<file path="src/rtl/pulse_frame_decoder.sv">
`default_nettype none
// ============================================================================
//  Module      : pulse_frame_decoder
//  Description : Decodes low-pulse frames on an idle-high serial line. A frame
//                is a low run of 2..MAX_LOW samples followed by at least two
//                high samples. Reports legal frames and violations (runt, long,
//                guard) as registered one-cycle pulses, keeps the last legal
//                run length, and counts frames/errors with saturation.
//                All state advances on the falling edge of clk.
//  Revision    : 1.0  initial release
// ============================================================================
module pulse_frame_decoder #(
    parameter int MAX_LOW = 8,   // longest legal low run, 2..15
    parameter int CNT_W   = 8    // width of the frame counters
) (
    input  logic             clk,
    input  logic             rst,        // asynchronous, active low
    input  logic             din,
    input  logic             clr,
    output logic             frame_ok,
    output logic             frame_err,
    output logic [1:0]       err_code,
    output logic [3:0]       last_len,
    output logic [CNT_W-1:0] ok_count,
    output logic [CNT_W-1:0] err_count,
    output logic             busy
);

    localparam logic [1:0] c_IDLE  = 2'd0;
    localparam logic [1:0] c_LOW   = 2'd1;
    localparam logic [1:0] c_GUARD = 2'd2;
    localparam logic [1:0] c_LONG  = 2'd3;

    localparam logic [1:0] c_ERR_RUNT  = 2'd1;
    localparam logic [1:0] c_ERR_LONG  = 2'd2;
    localparam logic [1:0] c_ERR_GUARD = 2'd3;

    localparam logic [3:0]       c_MAX_LOW = 4'(MAX_LOW);
    localparam logic [CNT_W-1:0] c_CNT_MAX = {CNT_W{1'b1}};

    logic [1:0]       state_q,     state_d;
    logic [3:0]       run_q,       run_d;
    logic             frame_ok_q,  frame_ok_d;
    logic             frame_err_q, frame_err_d;
    logic [1:0]       err_code_q,  err_code_d;
    logic [3:0]       last_len_q,  last_len_d;
    logic [CNT_W-1:0] ok_count_q,  ok_count_d;
    logic [CNT_W-1:0] err_count_q, err_count_d;

    // Frame FSM: next state, run length and the registered result pulses
    always_comb begin
        state_d     = state_q;
        run_d       = run_q;
        frame_ok_d  = 1'b0;
        frame_err_d = 1'b0;
        err_code_d  = err_code_q;
        last_len_d  = last_len_q;

        case (state_q)
            c_IDLE: begin
                if (!din) begin
                    state_d = c_LOW;
                    run_d   = 4'd1;
                end
            end
            c_LOW: begin
                if (!din) begin
                    if (run_q == c_MAX_LOW) begin
                        state_d     = c_LONG;
                        frame_err_d = 1'b1;
                        err_code_d  = c_ERR_LONG;
                    end else begin
                        run_d = run_q + 4'd1;
                    end
                end else if (run_q >= 4'd2) begin
                    // run is held so the guard can report it as last_len
                    state_d = c_GUARD;
                end else begin
                    state_d     = c_IDLE;
                    run_d       = 4'd0;
                    frame_err_d = 1'b1;
                    err_code_d  = c_ERR_RUNT;
                end
            end
            c_GUARD: begin
                if (din) begin
                    state_d    = c_IDLE;
                    run_d      = 4'd0;
                    frame_ok_d = 1'b1;
                    last_len_d = run_q;
                end else begin
                    // the offending low sample is the first of a new frame
                    state_d     = c_LOW;
                    run_d       = 4'd1;
                    frame_err_d = 1'b1;
                    err_code_d  = c_ERR_GUARD;
                end
            end
            c_LONG: begin
                if (din) begin
                    state_d = c_IDLE;
                    run_d   = 4'd0;
                end
            end
            default: begin
                state_d = c_IDLE;
                run_d   = 4'd0;
            end
        endcase
    end

    // Saturating counters stepped by the pulses being launched; clr has priority
    always_comb begin
        ok_count_d  = ok_count_q;
        err_count_d = err_count_q;
        if (clr) begin
            ok_count_d  = '0;
            err_count_d = '0;
        end else begin
            if (frame_ok_d && (ok_count_q != c_CNT_MAX)) begin
                ok_count_d = ok_count_q + 1'b1;
            end
            if (frame_err_d && (err_count_q != c_CNT_MAX)) begin
                err_count_d = err_count_q + 1'b1;
            end
        end
    end

    // State and output registers, falling-edge clocked, async active-low reset
    always_ff @(negedge clk or negedge rst) begin
        if (!rst) begin
            state_q     <= c_IDLE;
            run_q       <= 4'd0;
            frame_ok_q  <= 1'b0;
            frame_err_q <= 1'b0;
            err_code_q  <= 2'd0;
            last_len_q  <= 4'd0;
            ok_count_q  <= '0;
            err_count_q <= '0;
        end else begin
            state_q     <= state_d;
            run_q       <= run_d;
            frame_ok_q  <= frame_ok_d;
            frame_err_q <= frame_err_d;
            err_code_q  <= err_code_d;
            last_len_q  <= last_len_d;
            ok_count_q  <= ok_count_d;
            err_count_q <= err_count_d;
        end
    end

    assign frame_ok  = frame_ok_q;
    assign frame_err = frame_err_q;
    assign err_code  = err_code_q;
    assign last_len  = last_len_q;
    assign ok_count  = ok_count_q;
    assign err_count = err_count_q;
    assign busy      = (state_q != c_IDLE);

endmodule
`default_nettype wire
</file>
<file path="config.mk">
export PLATFORM = sky130hd
export DESIGN_NAME = pulse_frame_decoder
export DESIGN_NICKNAME = d
export VERILOG_FILES = /design/src/rtl/pulse_frame_decoder.sv
export SDC_FILE = /design/constraint.sdc
export NUM_CORES = 1
export LEC_CHECK = 0
export ABC_CLOCK_PERIOD_IN_PS = 2400
export CAP_MARGIN = 30
export CORE_ASPECT_RATIO = 1.25
export CORE_MARGIN = 3
export CORE_UTILIZATION = 47
export DETAILED_ROUTE_END_ITERATION = 10
export GPL_TIMING_DRIVEN = 1
export PLACE_DENSITY_LB_ADDON = 0.15
export REMOVE_ABC_BUFFERS = 1
export SLEW_MARGIN = 0
export SYNTH_ARGS = -nofsm -noshare
export SYNTH_HDL_FRONTEND = slang
export SYNTH_SLANG_ARGS = --single-unit
</file>
<file path="constraint.sdc">
create_clock -name clk -period 2.4 [get_ports clk]
set_input_delay 0.24 -clock clk [delete_from_list [all_inputs] [get_ports clk]]
set_output_delay 0.24 -clock clk [all_outputs]
set_load 0.01 [all_outputs]
</file>
-- Word level (Yosys, flattened, before mapping)
Cells that the tools add are included.
W data, S select, Z words.
- equal/unequal tests: 12
- reductions and logical operators: 11
- add/sub/neg operators: 3
- muxes and demuxes: 30
- order comparisons: 1
- operators with widths (operator ; number):
    $mux W8 ; 4
    $mux W4 ; 5
    $mux W2 ; 9
    $add A8 B1 Y8 const B ; 2
    $ne A8 B8 Y1 const B ; 2
    $pmux W4 S4 ; 1
    $ne A3 B3 Y1 const B ; 3
    $mux W1 ; 8
    $pmux W2 S4 ; 1
    $reduce_and A4 Y1 ; 2
    $reduce_bool A2 Y1 ; 4
    $ne A2 B2 Y1 const B ; 3
    $add A4 B1 Y4 const B ; 1
    $eq A2 B2 Y1 const B ; 2
    $eq A4 B4 Y1 const B ; 1
    $ge A4 B2 Y1 const B ; 1
    $pmux W2 S2 ; 1
    $reduce_and A3 Y1 ; 1
    $eq A2 B1 Y1 const B ; 1
    $logic_and A1 B1 Y1 ; 2
    $logic_not A2 Y1 ; 1
    $pmux W1 S2 ; 1
    $reduce_and A2 Y1 ; 1
- bits of input ports: 4
- output and inout port bits: 25
- logic and storage cells: 65
- register bits after elaboration: 30

-- Depth between registers and ports, before layout
- word-level depth: 7
- mapped depth: 8
- depth with buffers taken out: 8

==> results.sh <==
export IMPL_power_mw=2.28
export IMPL_synth_top_family_by_area="simple AND/OR/NAND/NOR gates"
export IMPL_worst_clock_skew_ns=0.00327
export IMPL_antenna_found_initial=0
export IMPL_row_count=23
export IMPL_synth_enable_flop_cells=0
export IMPL_dpl_cell_area_um2=2290
export IMPL_grtUsageTotal_pct=22.5
export IMPL_cp_arrival_ns=1.81
export IMPL_finish_utilization_pct=75.0
export IMPL_grt_pass1_wl_mm=7.34
export IMPL_rsz0062_at_grt="true"
export IMPL_crit_path_start_kind="input port"
export IMPL_seq_area_um2=751
export IMPL_synthSimpleGateAreaFrac_pct=18.0
export IMPL_initialDrtViolationCount=53
export IMPL_powerDensity_nw_per_um2=924
export IMPL_clock_latency_ns=0.29
export IMPL_cap_viol_max_count=0
export IMPL_post_place_ws_ns=-1.22
export IMPL_fin_ws_ns=-0.468
export IMPL_fp_coreArea_um2=3280
export IMPL_io_buffers=28
export IMPL_gp_congestion=0.827
export IMPL_via_count=1533
export IMPL_yosysWarnings=0
export IMPL_drive_gt1_share_pct=39.3
export IMPL_crit_path_end_kind="register"
export IMPL_cp_required_ns=1.34
export IMPL_worstPathCellList="buf_6 > or4b_4 > a211o_1 > buf_6 > a21oi_4 > nand4_1 > mux2_4"
export IMPL_root_buffer="clkbuf_8"
export IMPL_drv_slew=0
export IMPL_ant_nets=0
export IMPL_tns_ns=-3.23
export IMPL_post_place_cells=271
export IMPL_slew_headroom_pct=82.8
export IMPL_synthXorXnorAreaFrac_pct=4.77
export IMPL_drc=0
export IMPL_start_util_pct=50.4
export IMPL_crit_top_cell="buf_6"
export IMPL_synth_top_flop_cell="dfrtn_1"
export IMPL_fin_area_um2=2460
export IMPL_instances_no_fill=284
export IMPL_critPathMaxStageDelay_ns=0.45
export IMPL_cts_tree="done"
export IMPL_cts_path_max_buffers=2
export IMPL_diodes=0
export IMPL_muxShareOfSynthArea_pct=5.82
export IMPL_synthAdderAreaFrac_pct=7.56
export IMPL_status="finished with violations"
export IMPL_ir_drop_uv=715
export IMPL_die_area_um2=4270
export IMPL_ctsHoldBuffers=0
export IMPL_path_clk_slew_ns=0.05
export IMPL_failed_checks="negative setup slack"
export IMPL_htreeDepth=2
export IMPL_fillers=241
export IMPL_yosysTopAreaCell="dfrtn_1"
export IMPL_ys_async_sr_fraction_pct=100
export IMPL_synth_compound_area_share_pct=14.6
export IMPL_ioPinCount=29
export IMPL_hold_viol_final=0
export IMPL_totalWireLength_mm=4.17
export IMPL_die_w_um=59.1
export IMPL_grt_start_max_net_pins=31
export IMPL_synthDistinctLibCells=41
export IMPL_netlist_top_cells_area="dfrtn_1 45%, ha_1 7.6%, nor2_1 4.5%, xnor2_1 4.2%, o21ai_0 3.6%"
export IMPL_cts_buffers=5
export IMPL_overflow=0
export IMPL_grt_pass1_vias=1614
export IMPL_dp_hpwl_mm=2.98
export IMPL_finalSetupViolCount=10
export IMPL_synth_top_cell_area_share_pct=45.4
export IMPL_critPathKind="input port to register"
export IMPL_post_drt_wl_per_cell_um=14.7
export IMPL_hold_ws_ns=0.428
export IMPL_dr_pass1_iters=5
export IMPL_cts_sinks=30
export IMPL_multi_input_area_um2=921
export IMPL_syn_area_per_cell_um2=9.90
export IMPL_fp_dieH_um=72.3
export IMPL_ys_ff_latch=30
export IMPL_syn_to_final_growth_pct=48.8
export IMPL_leakage_nw=1.19
export IMPL_crit_path_top_delay_cell="or4b_4"
export IMPL_mostFrequentLayoutCell="buf_4"
export IMPL_path_max_fanout=3
export IMPL_worst_pin_slew_ns=0.250
export IMPL_hold_class="register to register"
export IMPL_yosysSeqAreaShare_pct=45.4
export IMPL_syn_area_um2=1650
export IMPL_synth_cells=167
export IMPL_finalNetCount=261
export IMPL_final_cell_mix="47 x buf_4, 30 x dfrtn_1, 20 x nor2_1, 11 x clkbuf_2, 10 x o21ai_0"
export IMPL_vias_per_cell=5.40
-- registers in the layout, indices dropped and copies added, names as in the netlist --
name and count:
frame_err 1, state_q 2, err_count 8, err_code 2, ok_count 8, frame_ok 1, run_q 4, last_len 4
-- cells in the mapped netlist, types with 2 or more instances --
cell / n
ha_1: 10
a2111oi_2: 2
inv_1: 11
a31oi_1: 2
nand3_1: 8
a21oi_1: 4
nor2_1: 20
nand4_1: 3
xnor2_1: 8
nor2b_1: 4
mux2_1: 2
or3_1: 3
nand2b_1: 2
mux2i_1: 4
nor3_1: 4
dfrtn_1: 30
nand2_1: 10
mux2_2: 3
o21ai_0: 12
clkbuf_1: 2
and3_1: 3
-- per-layer routing --
| layer | global-route usage (%) | share of wire (%) | up-vias |
|---|---|---|---|
| li1 | - | - | 743 |
| met1 | 26.0 | 39 | 746 |
| met2 | 39.8 | 55 | 34 |
| met3 | 4.98 | 3.9 | 10 |
| met4 | 8.82 | 2.3 | 0 |
| met5 | 0 | 0 | - |
-- final timing paths --
check                                  from           end  depth (start not counted)  slack (ns)
worst min-delay path            last_len[1]   last_len[1]                          2        0.43
min in group asynchronous               rst   last_len[2]                          2        1.40
max in group asynchronous               rst   err_code[1]                          2        0.80
worst max register to register     run_q[0]  err_count[3]                          8       -0.01
worst min register to register  last_len[1]   last_len[1]                          2        0.43
worst max-delay path                    din  err_count[3]                          7       -0.47
-- where the power goes --
group / total, mW / switching [mW] / internal (mW)
Sequential: 0.651 / 0.0484 / 0.602
Combinational: 1.10 / 0.539 / 0.565
Clock: 0.520 / 0.189 / 0.332
Total: 2.28 / 0.776 / 1.50
-- critical path, delay by kind of cell --
kind            cells  cell delay (ns)
simple gates        2             0.57
buf+inv             2             0.23
mux                 1             0.32
compound gates      2             0.45
-- final cells by class --
type	count	share of cell area [%]
multi-input cells	122	37.4
clock buffers	6	3.36
well taps	37	1.88
inverters	11	1.68
repair buffers	77	23.9
clock inverters	1	1.22
flip-flops and latches	30	30.5
-- kinds of logic (layout without fill, tap and decap cells) --
group	Yosys count	after routing
multiplexers	9	9
buffers and inverters	15	95
adder cells (fa/ha/maj)	10	10
AO/OA/AOI/OAI	34	34
flip-flops	30	30
XOR/XNOR	9	9
AND/OR/NAND/NOR	60	60
-- what timing repair did --
| item | 4_1_cts | 5_1_grt |
|---|---|---|
| gates cloned | 0 | 0 |
| pin swaps | 12 | 7 |
| resized for setup | 79 | 22 |
| endpoints found under the setup margin | 52 | 34 |
| setup buffers | 5 | 2 |
(Power assumes the default switching activity.)
